### config.mk
export PLATFORM = sky130hd
export DESIGN_NAME = operand_stack_seq
export DESIGN_NICKNAME = d
export VERILOG_FILES = /design/src/rtl/operand_stack_seq.sv
export SDC_FILE = /design/constraint.sdc
export NUM_CORES = 1
export LEC_CHECK = 0
export CAP_MARGIN = 30
export CORE_MARGIN = 1.5
export CORE_UTILIZATION = 30
export DETAILED_ROUTE_END_ITERATION = 10
export PLACE_DENSITY_LB_ADDON = 0.08
export RECOVER_POWER = 100
export SYNTH_ARGS = -nofsm -noshare
export SYNTH_HDL_FRONTEND = slang
export SYNTH_SLANG_ARGS = --single-unit
### constraint.sdc
create_clock -name clk -period 5.5 [get_ports clk]
set_clock_uncertainty 0.15 [all_clocks]
set_input_delay 1.375 -clock clk [delete_from_list [all_inputs] [get_ports clk]]
set_output_delay 1.375 -clock clk [all_outputs]
set_load 0.01 [all_outputs]
### src/rtl/operand_stack_seq.sv
// ---------------------------------------------------------------------------
// stackCPU_DEFS : shared definitions for the stack CPU (opcode encoding and
//                 default datapath width).
//
// operand_stack_seq : LIFO operand stack plus execute sequencer.
//   Accepts one decoded instruction at a time over a valid/ready handshake.
//   It pops operands into the external combinational ALU and pushes the
//   result (or an immediate) back. Each instruction takes three cycles:
//   IDLE (accept) -> EXEC (drive ALU) -> WB (retire).
//
// Ports:
//   clk, rst_n             clock (rising edge), async active-low reset
//   instr_valid/ready      decoder handshake; ready only while IDLE
//   instr_opcode/imm       decoded instruction; imm used by PUSH_IMMEDIATE
//   alu_operand1/2, alu_opcode   registered drive into the ALU in EXEC
//   alu_result, alu_error  ALU response, captured at the end of EXEC
//   done, err, err_code    retire pulse in WB with error status
//   tos, count, empty, full   architectural stack state
// ---------------------------------------------------------------------------
package stackCPU_DEFS;
    localparam int DATA_WIDTH_DEF = 16;

    typedef enum logic [3:0] {
        ADD            = 4'd0,
        SUB            = 4'd1,
        MUL            = 4'd2,
        DIV            = 4'd3,
        MOD            = 4'd4,
        AND            = 4'd5,
        OR             = 4'd6,
        INVERT         = 4'd7,
        PUSH_IMMEDIATE = 4'd8
    } opcode_t;
endpackage

module operand_stack_seq #(
    parameter int DEPTH      = 16,
    parameter int DATA_WIDTH = stackCPU_DEFS::DATA_WIDTH_DEF
) (
    input  logic                               clk,
    input  logic                               rst_n,
    input  logic                               instr_valid,
    output logic                               instr_ready,
    input  stackCPU_DEFS::opcode_t             instr_opcode,
    input  logic signed [DATA_WIDTH-1:0]       instr_imm,
    output logic signed [DATA_WIDTH-1:0]       alu_operand1,
    output logic signed [DATA_WIDTH-1:0]       alu_operand2,
    output stackCPU_DEFS::opcode_t             alu_opcode,
    input  logic signed [DATA_WIDTH-1:0]       alu_result,
    input  logic                               alu_error,
    output logic                               done,
    output logic                               err,
    output logic [1:0]                         err_code,
    output logic signed [DATA_WIDTH-1:0]       tos,
    output logic [$clog2(DEPTH+1)-1:0]         count,
    output logic                               empty,
    output logic                               full
);
    import stackCPU_DEFS::*;

    localparam int CW = $clog2(DEPTH+1);
    localparam int AW = (DEPTH > 1) ? $clog2(DEPTH) : 1;

    typedef enum logic [1:0] {IDLE, EXEC, WB} state_t;

    // Everything EXEC and WB need is captured at accept time, so the
    // decoder inputs are free to change once the handshake completes.
    typedef struct packed {
        opcode_t                      op;
        logic signed [DATA_WIDTH-1:0] imm;
        logic signed [DATA_WIDTH-1:0] tos;
        logic signed [DATA_WIDTH-1:0] nos;
    } snap_t;

    state_t                        state, state_nx;
    snap_t                         snap;
    logic signed [DATA_WIDTH-1:0]  mem [DEPTH];
    logic signed [DATA_WIDTH-1:0]  res_q;
    logic                          aerr_q;
    logic [CW-1:0]                 cnt_q;
    logic signed [DATA_WIDTH-1:0]  tos_q;

    logic                          accept;
    logic [CW-1:0]                 nos_ptr;
    logic signed [DATA_WIDTH-1:0]  nos_rd;
    logic                          op_bin, op_inv, op_push;
    logic                          underflow, overflow;
    logic [1:0]                    code;
    logic                          commit;
    logic [CW-1:0]                 wr_ptr;
    logic [CW-1:0]                 cnt_nx;
    logic signed [DATA_WIDTH-1:0]  wr_data;

    function automatic logic is_binary(input opcode_t op);
        case (op)
            ADD, SUB, MUL, DIV, MOD, AND, OR: is_binary = 1'b1;
            default:                          is_binary = 1'b0;
        endcase
    endfunction

    // ---------------- FSM ----------------
    always_ff @(posedge clk or negedge rst_n) begin
        if (!rst_n) state <= IDLE;
        else        state <= state_nx;
    end

    always_comb begin
        state_nx    = state;
        instr_ready = (state == IDLE);
        case (state)
            IDLE:    if (instr_valid) state_nx = EXEC;
            EXEC:    state_nx = WB;
            WB:      state_nx = IDLE;
            default: state_nx = IDLE;
        endcase
    end

    assign accept = (state == IDLE) && instr_valid;

    // NOS lives at entry count-2; only read it when it exists.
    assign nos_ptr = cnt_q - CW'(2);
    assign nos_rd  = (cnt_q >= CW'(2)) ? mem[nos_ptr[AW-1:0]] : '0;

    // ---------------- ALU drive ----------------
    always_comb begin
        alu_opcode   = PUSH_IMMEDIATE;
        alu_operand1 = '0;
        alu_operand2 = '0;
        if (state == EXEC) begin
            alu_opcode = snap.op;
            if (is_binary(snap.op)) begin
                alu_operand1 = snap.nos;
                alu_operand2 = snap.tos;
            end else if (snap.op == INVERT) begin
                alu_operand2 = snap.tos;
            end
        end
    end

    // ---------------- Writeback decode ----------------
    assign op_bin  = is_binary(snap.op);
    assign op_inv  = (snap.op == INVERT);
    assign op_push = (snap.op == PUSH_IMMEDIATE);

    assign underflow = (op_bin && (cnt_q < CW'(2))) || (op_inv && (cnt_q == '0));
    assign overflow  = op_push && (cnt_q == CW'(DEPTH));

    always_comb begin
        if (underflow)     code = 2'd1;
        else if (overflow) code = 2'd2;
        else if (aerr_q)   code = 2'd3;
        else               code = 2'd0;
    end

    assign done     = (state == WB);
    assign err      = done && (code != 2'd0);
    assign err_code = done ? code : 2'd0;

    // An opcode the sequencer does not know only retires cleanly if the ALU
    // did not flag it; the stack is left alone in that case too.
    assign commit  = done && (code == 2'd0) && (op_bin || op_inv || op_push);
    assign wr_data = op_push ? snap.imm : res_q;

    always_comb begin
        wr_ptr = cnt_q;
        cnt_nx = cnt_q;
        if (op_bin) begin
            wr_ptr = cnt_q - CW'(2);
            cnt_nx = cnt_q - CW'(1);
        end else if (op_inv) begin
            wr_ptr = cnt_q - CW'(1);
        end else if (op_push) begin
            cnt_nx = cnt_q + CW'(1);
        end
    end

    // ---------------- Datapath registers ----------------
    always_ff @(posedge clk or negedge rst_n) begin
        if (!rst_n) begin
            snap   <= '{op: PUSH_IMMEDIATE, imm: '0, tos: '0, nos: '0};
            res_q  <= '0;
            aerr_q <= 1'b0;
            cnt_q  <= '0;
            tos_q  <= '0;
        end else begin
            if (accept) begin
                snap.op  <= instr_opcode;
                snap.imm <= instr_imm;
                snap.tos <= tos_q;
                snap.nos <= nos_rd;
            end
            if (state == EXEC) begin
                res_q  <= alu_result;
                aerr_q <= alu_error;
            end
            if (commit) begin
                cnt_q <= cnt_nx;
                tos_q <= wr_data;   // the written entry is always the new top
            end
        end
    end

    // Storage needs no reset: only entries below count are ever read.
    always_ff @(posedge clk) begin
        if (commit) mem[wr_ptr[AW-1:0]] <= wr_data;
    end

    assign tos   = tos_q;
    assign count = cnt_q;
    assign empty = (cnt_q == '0);
    assign full  = (cnt_q == CW'(DEPTH));

endmodule
==> metrics.log <==
INFO  metric outcome = finished, violations left
INFO  metric violations = capacitance limit, slew limit
INFO  metric fin_tns_setup = 0 ps
INFO  metric initial_utilization = 0.3037
INFO  metric final-setup-viol-count = 0
INFO  metric first_pass_iters = 4
INFO  metric num_antenna_cells = 0
INFO  metric finalWorstPathRequiredPeriod = 4983 ps
INFO  metric crit_path_start_kind = register
INFO  metric synth.top_cell.area_share = 0.5438
INFO  metric synth_top_cells_by_area = sky130_fd_sc_hd__edfxtp_1 54%, sky130_fd_sc_hd__dfrtp_1 16%, sky130_fd_sc_hd__mux4_2 10%
INFO  metric synth_nets = 910
INFO  metric preCtsSetupSlack = 1183 ps
INFO  metric layout.cell_area.non_filler = 17120 sq um
INFO  metric core_area = 46560 sq um
INFO  metric die_height = 220.1 um
INFO  metric grt.total_usage = 0.1657
INFO  metric first_global_vias = 8163
INFO  metric p_leak = 6.472 nW
INFO  metric synthesis.instances = 863
INFO  metric cts-buffers-inserted = 40
INFO  metric hold_path.startpoint = snap[24]
INFO  metric drc_marker_count_from_the_first_detailed_route_iteration = 433
INFO  metric fp-row-count = 79
INFO  metric route.detailed.wl_per_inst = 24.00 um
INFO  metric rsz0062_at_grt = false
INFO  metric final_common_cell = sky130_fd_sc_hd__edfxtp_1
INFO  metric critPathRequiredTime = 3970 ps
INFO  metric drive_gt1_frac = 0.1377
INFO  metric layout_common_cells = 256 x sky130_fd_sc_hd__edfxtp_1, 166 x sky130_fd_sc_hd__nand2_1, 90 x sky130_fd_sc_hd__dfrtp_1
INFO  metric globalRouteOverflowTotal = 0
INFO  metric timing.critical_path.arrival = 3460 ps
INFO  metric ctsResizeCount = 0
INFO  metric finalHoldViolations = 0
INFO  metric design.final.nets = 1042
INFO  metric max-cap-violations = 5
INFO  metric h-tree-depth = 2
INFO  metric area.growth.synth_to_final = 21.12%
INFO  metric postRouteWirelength = 39150 um
INFO  metric worst_pin_slew = 1946 ps
INFO  metric largest_net_degree_at_the_start_of_global_routing = 71
INFO  metric synth-warning-count = 0
INFO  metric cts.sink_count = 348
INFO  metric dr_total_vias = 7660
INFO  metric filler_cell_count = 4423
INFO  metric post-route-period-util = 0.9061
INFO  metric finalCoreUtilization = 0.3678
INFO  metric final_max_slew_viol_count = 139
INFO  metric worstReg2RegStart = count[1]
INFO  metric critPathMaxFanout = 22
INFO  metric wire_length_of_the_first_global_routing_pass = 56910 um
INFO  metric place.gp.congestion = 0.7568
INFO  metric clock_slew_seen_by_the_registers_of_the_worst_setup_and_hold_paths = 60 ps
INFO  metric max_freq = 200.7 MHz
INFO  metric post_synth_num_cell_types = 47
INFO  metric fp.dieW = 220.1 um
INFO  metric post-route-worst-setup-slack = 516.6 ps
INFO  metric p_per_area = 524.8 nW/um^2
INFO  metric yosys.area.top_type = sky130_fd_sc_hd__edfxtp_1
INFO  metric post_synth.cell_area_avg = 16.38 sq um
INFO  metric clock-root-buffer = sky130_fd_sc_hd__clkbuf_16
INFO  metric io_buffers = 103
INFO  metric yosysSeqAreaShare = 0.7067
INFO  metric remaining_drc_errors = 0
INFO  metric synth.ff_latch_count = 348
INFO  metric post_synth_instance_area = 14140 sq um
INFO  metric dp_hpwl = 24240 um
INFO  metric clkLatencyLatePin = 550 ps
INFO  metric placed_cell_area = 16040 sq um
INFO  metric antenna_found_initial = 1
INFO  metric worst_hold_path_type = reg -> reg
INFO  metric floorplan.io_pins = 104
INFO  metric ir_drop = 0.2887 mV
INFO  metric postCtsHoldBufs = 0
INFO  metric cts_tree = done
INFO  metric worst_setup_path_startpoint = snap[51]
INFO  metric timing_worst_setup_path_type = reg -> out
INFO  metric max-clock-path-buffers = 3
INFO  metric worst_setup_path_end_kind = primary output
INFO  metric slew-limit-headroom = -0.3032
INFO  metric die_area = 48440 sq um
INFO  metric drt-vias-per-instance = 4.697
INFO  metric postRouteAntennaNets = 0
INFO  metric post_cts_buffers = 0
==> layer usage <==
metal	GRT usage	share of wire	vias to the layer above
met3	0.02650	0.033	41
met2	0.2779	0.50	107
li1	-	-	3499
met1	0.2252	0.45	4013
met4	0.03832	0.016	0
met5	0	0	-
==> metrics by stage <==
step,hold slack [ps],instances,total power (W)
after floorplan,287.6,863,0.005487
final,314.0,1631,0.008987
after global routing,338.2,1631,0.009497
after CTS,320.2,1629,0.009191
after detailed placement,305.9,1558,0.006621
after global placement,301.8,1557,0.006622
==> critical path, cell delays in order, from the launching register on <==
cell and delay [ps]:
sky130_fd_sc_hd__dfstp_1 620, sky130_fd_sc_hd__nor2b_1 910, sky130_fd_sc_hd__clkbuf_2 510, sky130_fd_sc_hd__and3_1 240
sky130_fd_sc_hd__dlygate4sd3_1 600
==> kinds of logic after synthesis <==
| family | count (synthesis) | synth area share |
|---|---|---|
| and+or+nand+nor | 251 | 0.07965 |
| DFF | 348 | 0.7067 |
| AOI/OAI and AO/OA | 58 | 0.02938 |
| adders and majority gates | 7 | 0.006195 |
| xor gates and xnor gates | 10 | 0.006196 |
| muxes | 133 | 0.1539 |
| buffers and inverters | 56 | 0.01797 |
==> synthesized netlist by cell type, drive strengths merged <==
master / n
and2: 19
nor4b: 1
ha: 7
xnor2: 8
dfstp: 1
a2bb2oi: 1
or3b: 2
mux4: 64
xor2: 2
nand4: 1
a22oi: 1
o21ai: 4
nor4bb: 1
a21oi: 8
a211oi: 1
nand3: 4
o41ai: 1
buf: 27
mux2i: 34
o211a: 1
dfrtp: 91
mux2: 35
a21boi: 1
or3: 2
nand2: 166
edfxtp: 256
o211ai: 1
nor2: 25
clkbuf: 20
a21o: 17
o22ai: 18
and3: 17
nor4: 1
o32a: 1
nor3b: 1
inv: 9
nor2b: 5
a211o: 1
o32ai: 2
nand2b: 6
==> path summary, 6_finish.rpt <==
check                                    to  depth (start not counted)  slack, ps
max                        alu_operand1[10]                          4        520
min                                snap[24]                          2        310
max reg2reg                         snap[3]                          8        610
min reg2reg                        snap[24]                          2        310
max in group asynchronous           snap[7]                          3       2400
min in group asynchronous          snap[21]                          1        590
==> sequential cells by signal, indices dropped and copies added, names as in the netlist <==
name	cells
count	5
aerr_q	1
snap	52
res_q	16
state	2
mem	256
tos	16
==> where the power goes <==
group / leakage [nW] / switching, W / internal [W]
clock network: 0.603 / 0.00103 / 0.00150
logic: 2.43 / 0.00162 / 0.00125
registers: 3.44 / 0.000217 / 0.00337
total: 6.47 / 0.00287 / 0.00612
==> layout make-up <==
class                      count  area (sq um)  area share
multi-input combinational    459          3856      0.2252
clock inverter                14         112.6    0.006577
timing repair buffer         137          1250     0.07300
tap                          607         759.5     0.04436
sequential                   348          9995      0.5837
inverter                       9         33.78    0.001973
clock buffer                  57          1116     0.06518
No activity file was read; power rests on OpenSTA's default activity.
